--- src/rtl/cruise_pkg.sv ---
// Shared definitions for the cruise-control stage: FSM state encodings,
// setpoint update operations and default speed limits.
package cruise_pkg;

    // FSM states; the numeric values appear on the debug state output.
    typedef enum logic [2:0] {
        ST_OFF     = 3'd0,
        ST_CRUISE  = 3'd1,
        ST_ACCEL   = 3'd2,
        ST_COAST   = 3'd3,
        ST_STANDBY = 3'd4
    } cruise_state_e;

    // What happens to the stored setpoint in a given cycle.
    typedef enum logic [1:0] {
        SP_HOLD    = 2'd0,  // keep current setpoint
        SP_CAPTURE = 2'd1,  // take the current (pre-update) speed
        SP_TRACK   = 2'd2,  // follow the newly computed speed
        SP_CLEAR   = 2'd3   // forget the setpoint
    } setpoint_op_e;

    localparam int DEF_MAX_SPEED  = 200;
    localparam int DEF_MIN_CRUISE = 45;
    localparam int DEF_BRAKE_STEP = 2;

    // True for the states in which the cruise function is holding speed.
    function automatic logic is_cruise_state(cruise_state_e s);
        return (s == ST_CRUISE) || (s == ST_ACCEL) || (s == ST_COAST);
    endfunction

endpackage

--- src/rtl/sat_step.sv ---
// Combinational saturating add/subtract of a step value. Additions clamp at
// hi_i, subtractions clamp at lo_i. All comparisons are done one bit wider
// than the operands so the result never wraps.
module sat_step #(
    parameter int W = 8
) (
    input  logic [W-1:0] value_i,
    input  logic [W-1:0] step_i,
    input  logic         sub_i,
    input  logic [W-1:0] lo_i,
    input  logic [W-1:0] hi_i,
    output logic [W-1:0] result_o
);

    logic [W:0] sum;
    logic [W:0] floor_sum;

    // Widened add or floor-checked subtract, clamped to the active bound.
    always_comb begin
        sum       = {1'b0, value_i} + {1'b0, step_i};
        floor_sum = {1'b0, lo_i} + {1'b0, step_i};
        result_o  = value_i;
        if (sub_i) begin
            if ({1'b0, value_i} < floor_sum) begin
                result_o = lo_i;
            end else begin
                result_o = value_i - step_i;
            end
        end else begin
            if (sum > {1'b0, hi_i}) begin
                result_o = hi_i;
            end else begin
                result_o = sum[W-1:0];
            end
        end
    end

endmodule

--- src/rtl/cruise_controller.sv ---
// Cruise-control stage: vehicle speed model, setpoint register and the
// OFF/CRUISE/ACCEL/COAST/STANDBY state machine. All outputs come from
// registers. Build option: define CRUISE_RESUME_EN to build STANDBY and
// the resume path; without it brake/cancel drop straight to OFF.
module cruise_controller
    import cruise_pkg::*;
#(
    parameter int SPEED_W    = 8,
    parameter int MAX_SPEED  = DEF_MAX_SPEED,
    parameter int MIN_CRUISE = DEF_MIN_CRUISE,
    parameter int BRAKE_STEP = DEF_BRAKE_STEP
) (
    input  logic               clk,
    input  logic               clear,
    input  logic               throttle,
    input  logic               brake,
    input  logic               set,
    input  logic               accel,
    input  logic               coast,
    input  logic               cancel,
    input  logic               resume,
    output logic [SPEED_W-1:0] speed,
    output logic [SPEED_W-1:0] cruise_speed,
    output logic               cruise_on,
    output logic [2:0]         state
);

    localparam logic [SPEED_W-1:0] MAX_V   = SPEED_W'(MAX_SPEED);
    localparam logic [SPEED_W-1:0] MIN_V   = SPEED_W'(MIN_CRUISE);
    localparam logic [SPEED_W-1:0] BRAKE_V = SPEED_W'(BRAKE_STEP);
    localparam logic [SPEED_W-1:0] ONE_V   = SPEED_W'(1);

    cruise_state_e      state_q, state_d, state_nx;
    logic [SPEED_W-1:0] speed_q, speed_d;
    logic [SPEED_W-1:0] cruise_q, cruise_d;

    // Speed-path operation selected by the FSM decision.
    logic [SPEED_W-1:0] step_sel, lo_sel, hi_sel, sat_res;
    logic               sub_sel;
    logic               set_ok;
    setpoint_op_e       sp_op;

`ifndef CRUISE_RESUME_EN
    // resume has no function in this build; the port is kept for interface stability.
    logic unused_resume;
    assign unused_resume = resume;
`endif

    sat_step #(.W(SPEED_W)) u_speed_step (
        .value_i  (speed_q),
        .step_i   (step_sel),
        .sub_i    (sub_sel),
        .lo_i     (lo_sel),
        .hi_i     (hi_sel),
        .result_o (sat_res)
    );

    // Decision logic: next state, speed operation and setpoint operation by input priority.
    always_comb begin
        state_nx = state_q;
        step_sel = '0;
        sub_sel  = 1'b0;
        lo_sel   = '0;
        hi_sel   = MAX_V;
        sp_op    = SP_HOLD;
        set_ok   = set && (speed_q >= MIN_V);

        case (state_q)
            ST_CRUISE, ST_ACCEL, ST_COAST: begin
                if (brake || cancel) begin
`ifdef CRUISE_RESUME_EN
                    state_nx = ST_STANDBY;
`else
                    state_nx = ST_OFF;
                    sp_op    = SP_CLEAR;
`endif
                end else if (accel) begin
                    state_nx = ST_ACCEL;
                    step_sel = ONE_V;
                    sp_op    = SP_TRACK;
                end else if (coast) begin
                    state_nx = ST_COAST;
                    step_sel = ONE_V;
                    sub_sel  = 1'b1;
                    lo_sel   = MIN_V;
                    sp_op    = SP_TRACK;
                end else begin
                    // Plain cruise: close the gap to the setpoint one unit per cycle.
                    state_nx = ST_CRUISE;
                    if (speed_q < cruise_q) begin
                        step_sel = ONE_V;
                    end else if (speed_q > cruise_q) begin
                        step_sel = ONE_V;
                        sub_sel  = 1'b1;
                    end
                end
            end
`ifdef CRUISE_RESUME_EN
            ST_STANDBY: begin
                if (!brake && !cancel) begin
                    if (set_ok) begin
                        state_nx = ST_CRUISE;
                        sp_op    = SP_CAPTURE;
                    end else if (resume) begin
                        state_nx = ST_CRUISE;
                    end else if (throttle) begin
                        step_sel = ONE_V;
                    end
                end
            end
`endif
            ST_OFF: begin
                if (!brake && !cancel) begin
                    if (set_ok) begin
                        state_nx = ST_CRUISE;
                        sp_op    = SP_CAPTURE;
                    end else if (throttle) begin
                        step_sel = ONE_V;
                    end
                end
            end
            default: begin
                state_nx = ST_OFF;
                sp_op    = SP_CLEAR;
            end
        endcase

        // Braking overrides every other speed update in every state.
        if (brake) begin
            step_sel = BRAKE_V;
            sub_sel  = 1'b1;
            lo_sel   = '0;
        end
    end

    // Next register values from the saturated speed result and setpoint operation.
    always_comb begin
        state_d  = state_nx;
        speed_d  = sat_res;
        cruise_d = cruise_q;
        case (sp_op)
            SP_CAPTURE: cruise_d = speed_q;
            SP_TRACK:   cruise_d = sat_res;
            SP_CLEAR:   cruise_d = '0;
            default:    cruise_d = cruise_q;
        endcase
`ifdef CRUISE_RESUME_EN
        // A vehicle braked to standstill forgets the setpoint and shuts off.
        if ((state_q == ST_STANDBY) && (state_nx == ST_STANDBY) && (sat_res == '0)) begin
            state_d  = ST_OFF;
            cruise_d = '0;
        end
`endif
    end

    // State, speed and setpoint registers with asynchronous clear.
    always_ff @(posedge clk or posedge clear) begin
        if (clear) begin
            state_q  <= ST_OFF;
            speed_q  <= '0;
            cruise_q <= '0;
        end else begin
            state_q  <= state_d;
            speed_q  <= speed_d;
            cruise_q <= cruise_d;
        end
    end

    assign speed        = speed_q;
    assign cruise_speed = cruise_q;
    assign cruise_on    = is_cruise_state(state_q);
    assign state        = state_q;

endmodule
--- config.mk ---
export PLATFORM = sky130hd
export DESIGN_NAME = cruise_controller
export DESIGN_NICKNAME = d
export VERILOG_FILES = /design/src/rtl/cruise_pkg.sv /design/src/rtl/sat_step.sv /design/src/rtl/cruise_controller.sv
export SDC_FILE = /design/constraint.sdc
export NUM_CORES = 1
export LEC_CHECK = 0
export BUFFER_PORTS_ARGS = -buffer_cell sky130_fd_sc_hd__buf_2
export CAP_MARGIN = 20
export CORE_MARGIN = 5
export CORE_UTILIZATION = 57
export CTS_CLUSTER_DIAMETER = 100
export DETAILED_ROUTE_END_ITERATION = 12
export PLACE_DENSITY_LB_ADDON = 0.25
export SETUP_SLACK_MARGIN = 0.3
export SYNTH_ARGS = -nofsm -noshare
export SYNTH_HDL_FRONTEND = slang
export SYNTH_SLANG_ARGS = --single-unit
--- constraint.sdc ---
create_clock -name clk -period 5.35 [get_ports clk]
set_input_delay 0.535 -clock clk [delete_from_list [all_inputs] [get_ports clk]]
set_output_delay 0.535 -clock clk [all_outputs]
set_load 0.05 [all_outputs]
# == Yosys cells after proc, flatten, opt, wreduce, memory -nomap -nowiden ==
# Cells that the tools add are included.
# totals
latch_bits,0
n_memories,0
inputBits,9
out_inout_bits,20
wordCells,68
mem_bits_rw,0
regBits,19
rom_bits,0
# classes
order_cmp,5
eq_ne,8
mul,0
n_addsub,3
bitwise_logic,0
n_reduce_logical,11
shifts,0
muxes,38
div,0
# ops
cell,n
two-way mux 8 bit,5
two-way mux 6 bit,4
one-hot mux 8 bit (3 select lines),1
adder 8 x 8 -> 9 bit,2
two-way mux 1 bit,17
two-way mux 2 bit,6
greater-than comparator 9 x 8 -> 1 bit (second input constant),1
< comparator 8 x 9 -> 1 bit,1
>= comparator 8 x 6 -> 1 bit (second input constant),1
greater-than comparator 8 bit,1
< comparator 8 bit,1
subtractor 8 bit,1
equality test 3 x 2 -> 1 bit (second input constant),2
two-way mux 3 bit,2
one-hot mux 3 bit (2 select lines),1
equality test 2 bit (second input constant),2
inequality test 2 bit (second input constant),2
one-hot mux 2 bit (2 select lines),1
equality test 3 x 1 -> 1 bit (second input constant),1
logical NOT 3 bit,1
logical OR 1 bit,3
nonzero test 3 bit,1
OR reduction 3 bit,1
equality test 2 x 1 -> 1 bit (second input constant),1
4 further kinds,6

# == Longest topological paths before layout ==
# logic_depth
depth_word,13
ltp_mapped,18
ltp_nobuf,18

# == Modules after synthesis ==
# Synthesis repeated with hierarchy kept, for this count alone.
# hier_totals
hier_cells,306
hier_area_um2,2626.3
# modules_own_cells
module,n_inst,area_each_um2,cells_per_inst,seq_area_each_um2
sat_step,1,1605.3,207,0.0
cruise_controller,1,1021.0,99,450.4

# == Least setup slack after synthesis ==
# OpenSTA, ideal clock, no wires.
# synth_timing
path_kind,register to register
from,"reg speed_q[1], in the netlist speed[1]"
to,"reg cruise_q[6], in the netlist cruise_speed[6]"
path_slack_ns,1.192
path_buffers,0
arrival_ns,4.032
required_ns,5.224
path_stages_with_launch,18
period_less_slack_ns,4.158
setup_ns,0.126
cell_sequence,dfrtp_1 > ha_1 > nor2b_1 > o211ai_1 > nand2_1 > nor2_1 > nor4_1 > a211oi_1 > ha_1 > ha_1 > nand2_1 > ha_1 > a21o_1 > a2111oi_0 > o21ai_1 > o211ai_1 > o21ai_2 > a221o_1
# synth_between
elab_chain_len,13
word_cells_on_any_way,36
classes_between,add/sub (3); order compare (5); eq/ne (3); mux (23); reduce/logical (2)
# synth_rtl
element,line_no,text
from (decl),cruise_controller.sv:34,"logic [SPEED_W-1:0] speed_q, speed_d;"
from (signal assigned),cruise_controller.sv:164,speed_q <= speed_d;
greater-than comparator 8 bit,cruise_controller.sv:92,end else if (speed_q > cruise_q) begin
two-way mux 1 bit,cruise_controller.sv:92,
two-way mux 1 bit,cruise_controller.sv:90,if (speed_q < cruise_q) begin
two-way mux 1 bit,cruise_controller.sv:81,end else if (coast) begin
two-way mux 1 bit,cruise_controller.sv:77,end else if (accel) begin
two-way mux 1 bit,cruise_controller.sv:70,if (brake || cancel) begin
one-hot mux 1 bit (2 select lines),cruise_controller.sv:68,case (state_q)
two-way mux 8 bit,cruise_controller.sv:129,if (brake) begin
adder 8 x 8 -> 9 bit (on tied branches),"sat_step.sv:20, sat_step.sv:21",
greater-than comparator 9 x 8 -> 1 bit / < comparator 8 x 9 -> 1 bit (equally long branches),"sat_step.sv:30, sat_step.sv:24",
two-way mux 8 bit (on tied branches),"sat_step.sv:30, sat_step.sv:24",
two-way mux 8 bit (*),sat_step.sv:23,if (sub_i) begin
net sat_res[6],cruise_controller.sv:38,"logic [SPEED_W-1:0] step_sel, lo_sel, hi_sel, sat_res;"
one-hot mux 8 bit (3 select lines) (*),cruise_controller.sv:141,case (sp_op)
to (signal assigned),cruise_controller.sv:165,cruise_q <= cruise_d;
to (decl),cruise_controller.sv:35,"logic [SPEED_W-1:0] cruise_q, cruise_d;"
# Mark *: on every way through the listed nets, which the timed path passes. The rest lies on a longest branch.
# A chain may end at the register's enable or synchronous reset.

# == Worst setup path in the final report ==
# layout_timing
from,"reg speed_q[1], in the netlist speed[1]"
to,"reg cruise_q[1], in the netlist cruise_speed[1]"
# layout_between
elab_chain_len,13
word_cells_on_any_way,36
classes_between,add/sub (3); order compare (5); eq/ne (3); mux (23); reduce/logical (2)
# layout_rtl
element,line_no
greater-than comparator 8 bit,cruise_controller.sv:92
two-way mux 1 bit,cruise_controller.sv:92
two-way mux 1 bit,cruise_controller.sv:90
two-way mux 1 bit,cruise_controller.sv:81
two-way mux 1 bit,cruise_controller.sv:77
two-way mux 1 bit,cruise_controller.sv:70
one-hot mux 1 bit (2 select lines),cruise_controller.sv:68
two-way mux 8 bit,cruise_controller.sv:129
adder 8 x 8 -> 9 bit (on tied branches),"sat_step.sv:20, sat_step.sv:21"
greater-than comparator 9 x 8 -> 1 bit / < comparator 8 x 9 -> 1 bit (equally long branches),"sat_step.sv:30, sat_step.sv:24"
two-way mux 8 bit (on tied branches),"sat_step.sv:30, sat_step.sv:24"
two-way mux 8 bit,sat_step.sv:23
one-hot mux 8 bit (3 select lines),cruise_controller.sv:141
# Several ways; a longest one is shown, not always the timed one.

==> flow_summary.json <==
{
  "detail_route.drc_violations": 0,
  "synth_sequential_area_ratio": 0.248,
  "wire_per_inst_um": 15.9,
  "maxCapViolations": 0,
  "post_route_cells_drive_above_1_share": 0.166,
  "power.share.sequential": 0.214,
  "core_region_area_um2": 3050,
  "ios": 29,
  "worst-setup-path-type": "reg -> reg",
  "count_of_routing_violations_after_the_opening_detailed_route_iteration": 111,
  "critical_path_fanout_max": 10,
  "rsz0062_at_grt": "no",
  "critPathCaptureType": "flip-flop",
  "vias": 1774,
  "syn_area_per_cell_um2": 8.19,
  "fp.dieArea_um2": 4420,
  "final_cell_mix": "sky130_fd_sc_hd__buf_2 (26), sky130_fd_sc_hd__inv_1 (24), sky130_fd_sc_hd__ha_1 (20), sky130_fd_sc_hd__dfrtp_1 (18), sky130_fd_sc_hd__nor2_1 (14)",
  "insertion_delay_ns": 0.30,
  "timing.max_slew.rel_slack": 0.521,
  "leakage_uw": 0.000986,
  "drv_slew": 0,
  "grt.overflow.total": 0,
  "area_occupied_by_multi_input_gates_um2": 1230,
  "hpwlAfterDp_um": 3580,
  "r2r_end": "cruise_speed[1]",
  "drt_first_pass_iters": 5,
  "gpl.final_weighted_congestion": 0.917,
  "layout-area-overhead-vs-synth_pct": 11.3,
  "power.clock.fraction": 0.072,
  "pre_cts_ws_ns": 0.797,
  "cts-root-to-sink-buffers": 2,
  "synth.distinct_cells": 55,
  "clkTransAtPathRegs_ns": 0.11,
  "rr_startpoint": "speed[1]",
  "postSynthCellCount": 222,
  "detail_route.vias_per_cell": 6.10,
  "synth_edf_count": 0,
  "totalNegativeSetupSlack_ns": 0,
  "setup_viol": 0,
  "skew_ns": 0.0101,
  "final_nets": 279,
  "chipHeight_um": 66.5,
  "final_min_period_over_clock_period": 0.846,
  "final.setup.worst_slack_ns": 0.826,
  "rows": 20,
  "crit_arrival_ns": 4.70,
  "postSynth.asyncResetShare": 1.00,
  "synth-seq-cells": 18,
  "worstHoldPathType": "in -> async",
  "maxClockFrequency_mhz": 221,
  "tightest_slew_ns": 0.714,
  "power.internal_uw": 503,
  "post-cts-setup-buffers": 0,
  "n_antenna_cell": 0,
  "grt_start_max_net_pins": 19,
  "dpl_cell_area_um2": 1990,
  "initial_utilization": 0.596,
  "post_synth_instance_area_um2": 1820,
  "layout.cell_area.non_filler_um2": 2020,
  "pwr_density_cell_nw_per_um2": 577,
  "io_buffers": 26,
  "nFillCells": 282,
  "hold_violations": 0,
  "net-switching-power_uw": 665,
  "synth-main-ff-cell": "sky130_fd_sc_hd__dfrtp_1",
  "regToRegSetupSlack_ns": 0.83,
  "final_antenna_net_count": 0,
  "clk_root_buffer_cell": "sky130_fd_sc_hd__clkbuf_4",
  "worst_r2r_path_depth": 17,
  "floorplan.die.width_um": 66.5,
  "grt_pass1_wl_um": 7820,
  "cts_tree": "done",
  "worst_setup_path_start_kind": "flip-flop",
  "worstPathRequired_ns": 5.52,
  "outcome": "finished, final reports clean",
  "grt_antenna_before_repair": 0,
  "grt_pass1_vias": 1657,
  "clock_sinks": 18,
  "global_route.usage.total": 0.232,
  "syn_nets": 253,
  "seq_area_um2": 450,
  "cts_max_level": 1,
  "p_comb_frac": 0.715,
  "synth_warnings": 0,
  "min_period_ns": 4.52,
  "ctsHoldBuffers": 0,
  "irDropWorstVdd_mv": 0.340,
  "switching_share": 0.569,
  "mostFrequentLayoutCell": "sky130_fd_sc_hd__buf_2",
  "post_cts_resize_count": 0,
  "detail_route.wirelength_um": 4640,
  "numCtsBuffers": 3
}
-- per-layer routing --
metal / share of wire / vias to the layer above / GRT usage
li1: - / 851 / -
met1: 0.46 / 842 / 0.313
met2: 0.46 / 73 / 0.382
met3: 0.068 / 8 / 0.0422
met4: 0.0091 / 0 / 0.0558
met5: 0 / - / 0
-- state kept, by name, summed over array words and instances, names as in the netlist --
name	flops
state	2
cruise_speed	8
speed	8
-- power by group through the flow --
stage	Clock, µW	Combinational, µW	Sequential [µW]
after floorplan	0	480	400
after global placement	0	812	251
after detailed placement	0	826	252
after CTS	85.4	830	249
after global routing	94.0	917	260
final	83.8	835	250
-- stage by stage --
stage                     instances  utilization  power, µW  hold slack (ns)
final                           291        0.663       1170            0.310
after global routing            291        0.663       1270            0.360
after CTS                       291        0.663       1160            0.333
after detailed placement        287        0.651       1080            0.570
after global placement          287        0.651       1060            0.568
after floorplan                 222            -        880            0.474
-- synthesized netlist by cell type, drive strengths merged (3+ instances only) --
| master | n | area, µm² |
|---|---|---|
| a21oi | 13 | 65.1 |
| a31oi | 4 | 25.0 |
| and3 | 5 | 31.3 |
| buf | 4 | 27.5 |
| clkbuf | 5 | 18.8 |
| dfrtp | 18 | 450 |
| ha | 20 | 250 |
| inv | 24 | 90.1 |
| mux2i | 3 | 30.0 |
| nand2 | 13 | 48.8 |
| nand2b | 7 | 43.8 |
| nand3 | 9 | 45.0 |
| nor2 | 14 | 52.6 |
| nor3 | 7 | 35.0 |
| o211ai | 5 | 37.5 |
| o21ai | 15 | 82.6 |
| o22ai | 3 | 18.8 |
| or2 | 4 | 25.0 |
| or3 | 3 | 23.8 |
| xnor2 | 6 | 52.6 |
| xor2 | 3 | 26.3 |
-- worst max path at each step --
| stage | start | end | slack [ns] | cells past startpoint |
|---|---|---|---|---|
| 2_1_floorplan | speed[1] | cruise_speed[6] | 1.19 | 17 |
| 3_3_place_gp | speed[1] | cruise_speed[4] | 0.82 | 17 |
| 3_5_place_dp | speed[1] | cruise_speed[4] | 0.80 | 17 |
| 4_1_cts | speed[1] | cruise_speed[4] | 0.80 | 17 |
| 5_1_grt | speed[1] | cruise_speed[1] | 0.42 | 17 |
| 6_report | speed[1] | cruise_speed[1] | 0.83 | 17 |
-- cells by family after synthesis --
family	after synthesis	share of synthesized area
compound gates	62	0.240
fa+ha+maj	22	0.160
buf+inv	33	0.0750
mux	3	0.0165
other cells	1	0.00206
simple gates	74	0.216
xor+xnor	9	0.0433
flops	18	0.248
-- area by class of cell --
type	count	area share
repair buffers	30	0.0791
inverters	24	0.0445
flip-flops and latches	18	0.222
clock buffers	4	0.0179
multi-input cells	171	0.609
well taps	44	0.0272
-- worst max-delay path: stages, from the launching register on --
cell and delay (ns):
sky130_fd_sc_hd__dfrtp_1 0.52, sky130_fd_sc_hd__ha_1 0.36, sky130_fd_sc_hd__nor2b_1 0.13, sky130_fd_sc_hd__o211ai_1 0.30
sky130_fd_sc_hd__nand2_1 0.09, sky130_fd_sc_hd__nor2_1 0.11, sky130_fd_sc_hd__nor4_1 0.06, sky130_fd_sc_hd__a211oi_1 0.62
sky130_fd_sc_hd__ha_1 0.27, sky130_fd_sc_hd__ha_1 0.14, sky130_fd_sc_hd__nand2_1 0.05, sky130_fd_sc_hd__ha_1 0.28
sky130_fd_sc_hd__a21o_1 0.17, sky130_fd_sc_hd__a2111oi_0 0.35, sky130_fd_sc_hd__o21ai_1 0.34, sky130_fd_sc_hd__o21ai_1 0.37
sky130_fd_sc_hd__or3_1 0.17, sky130_fd_sc_hd__nand3_1 0.08
No activity file was read; power rests on OpenSTA's default activity.
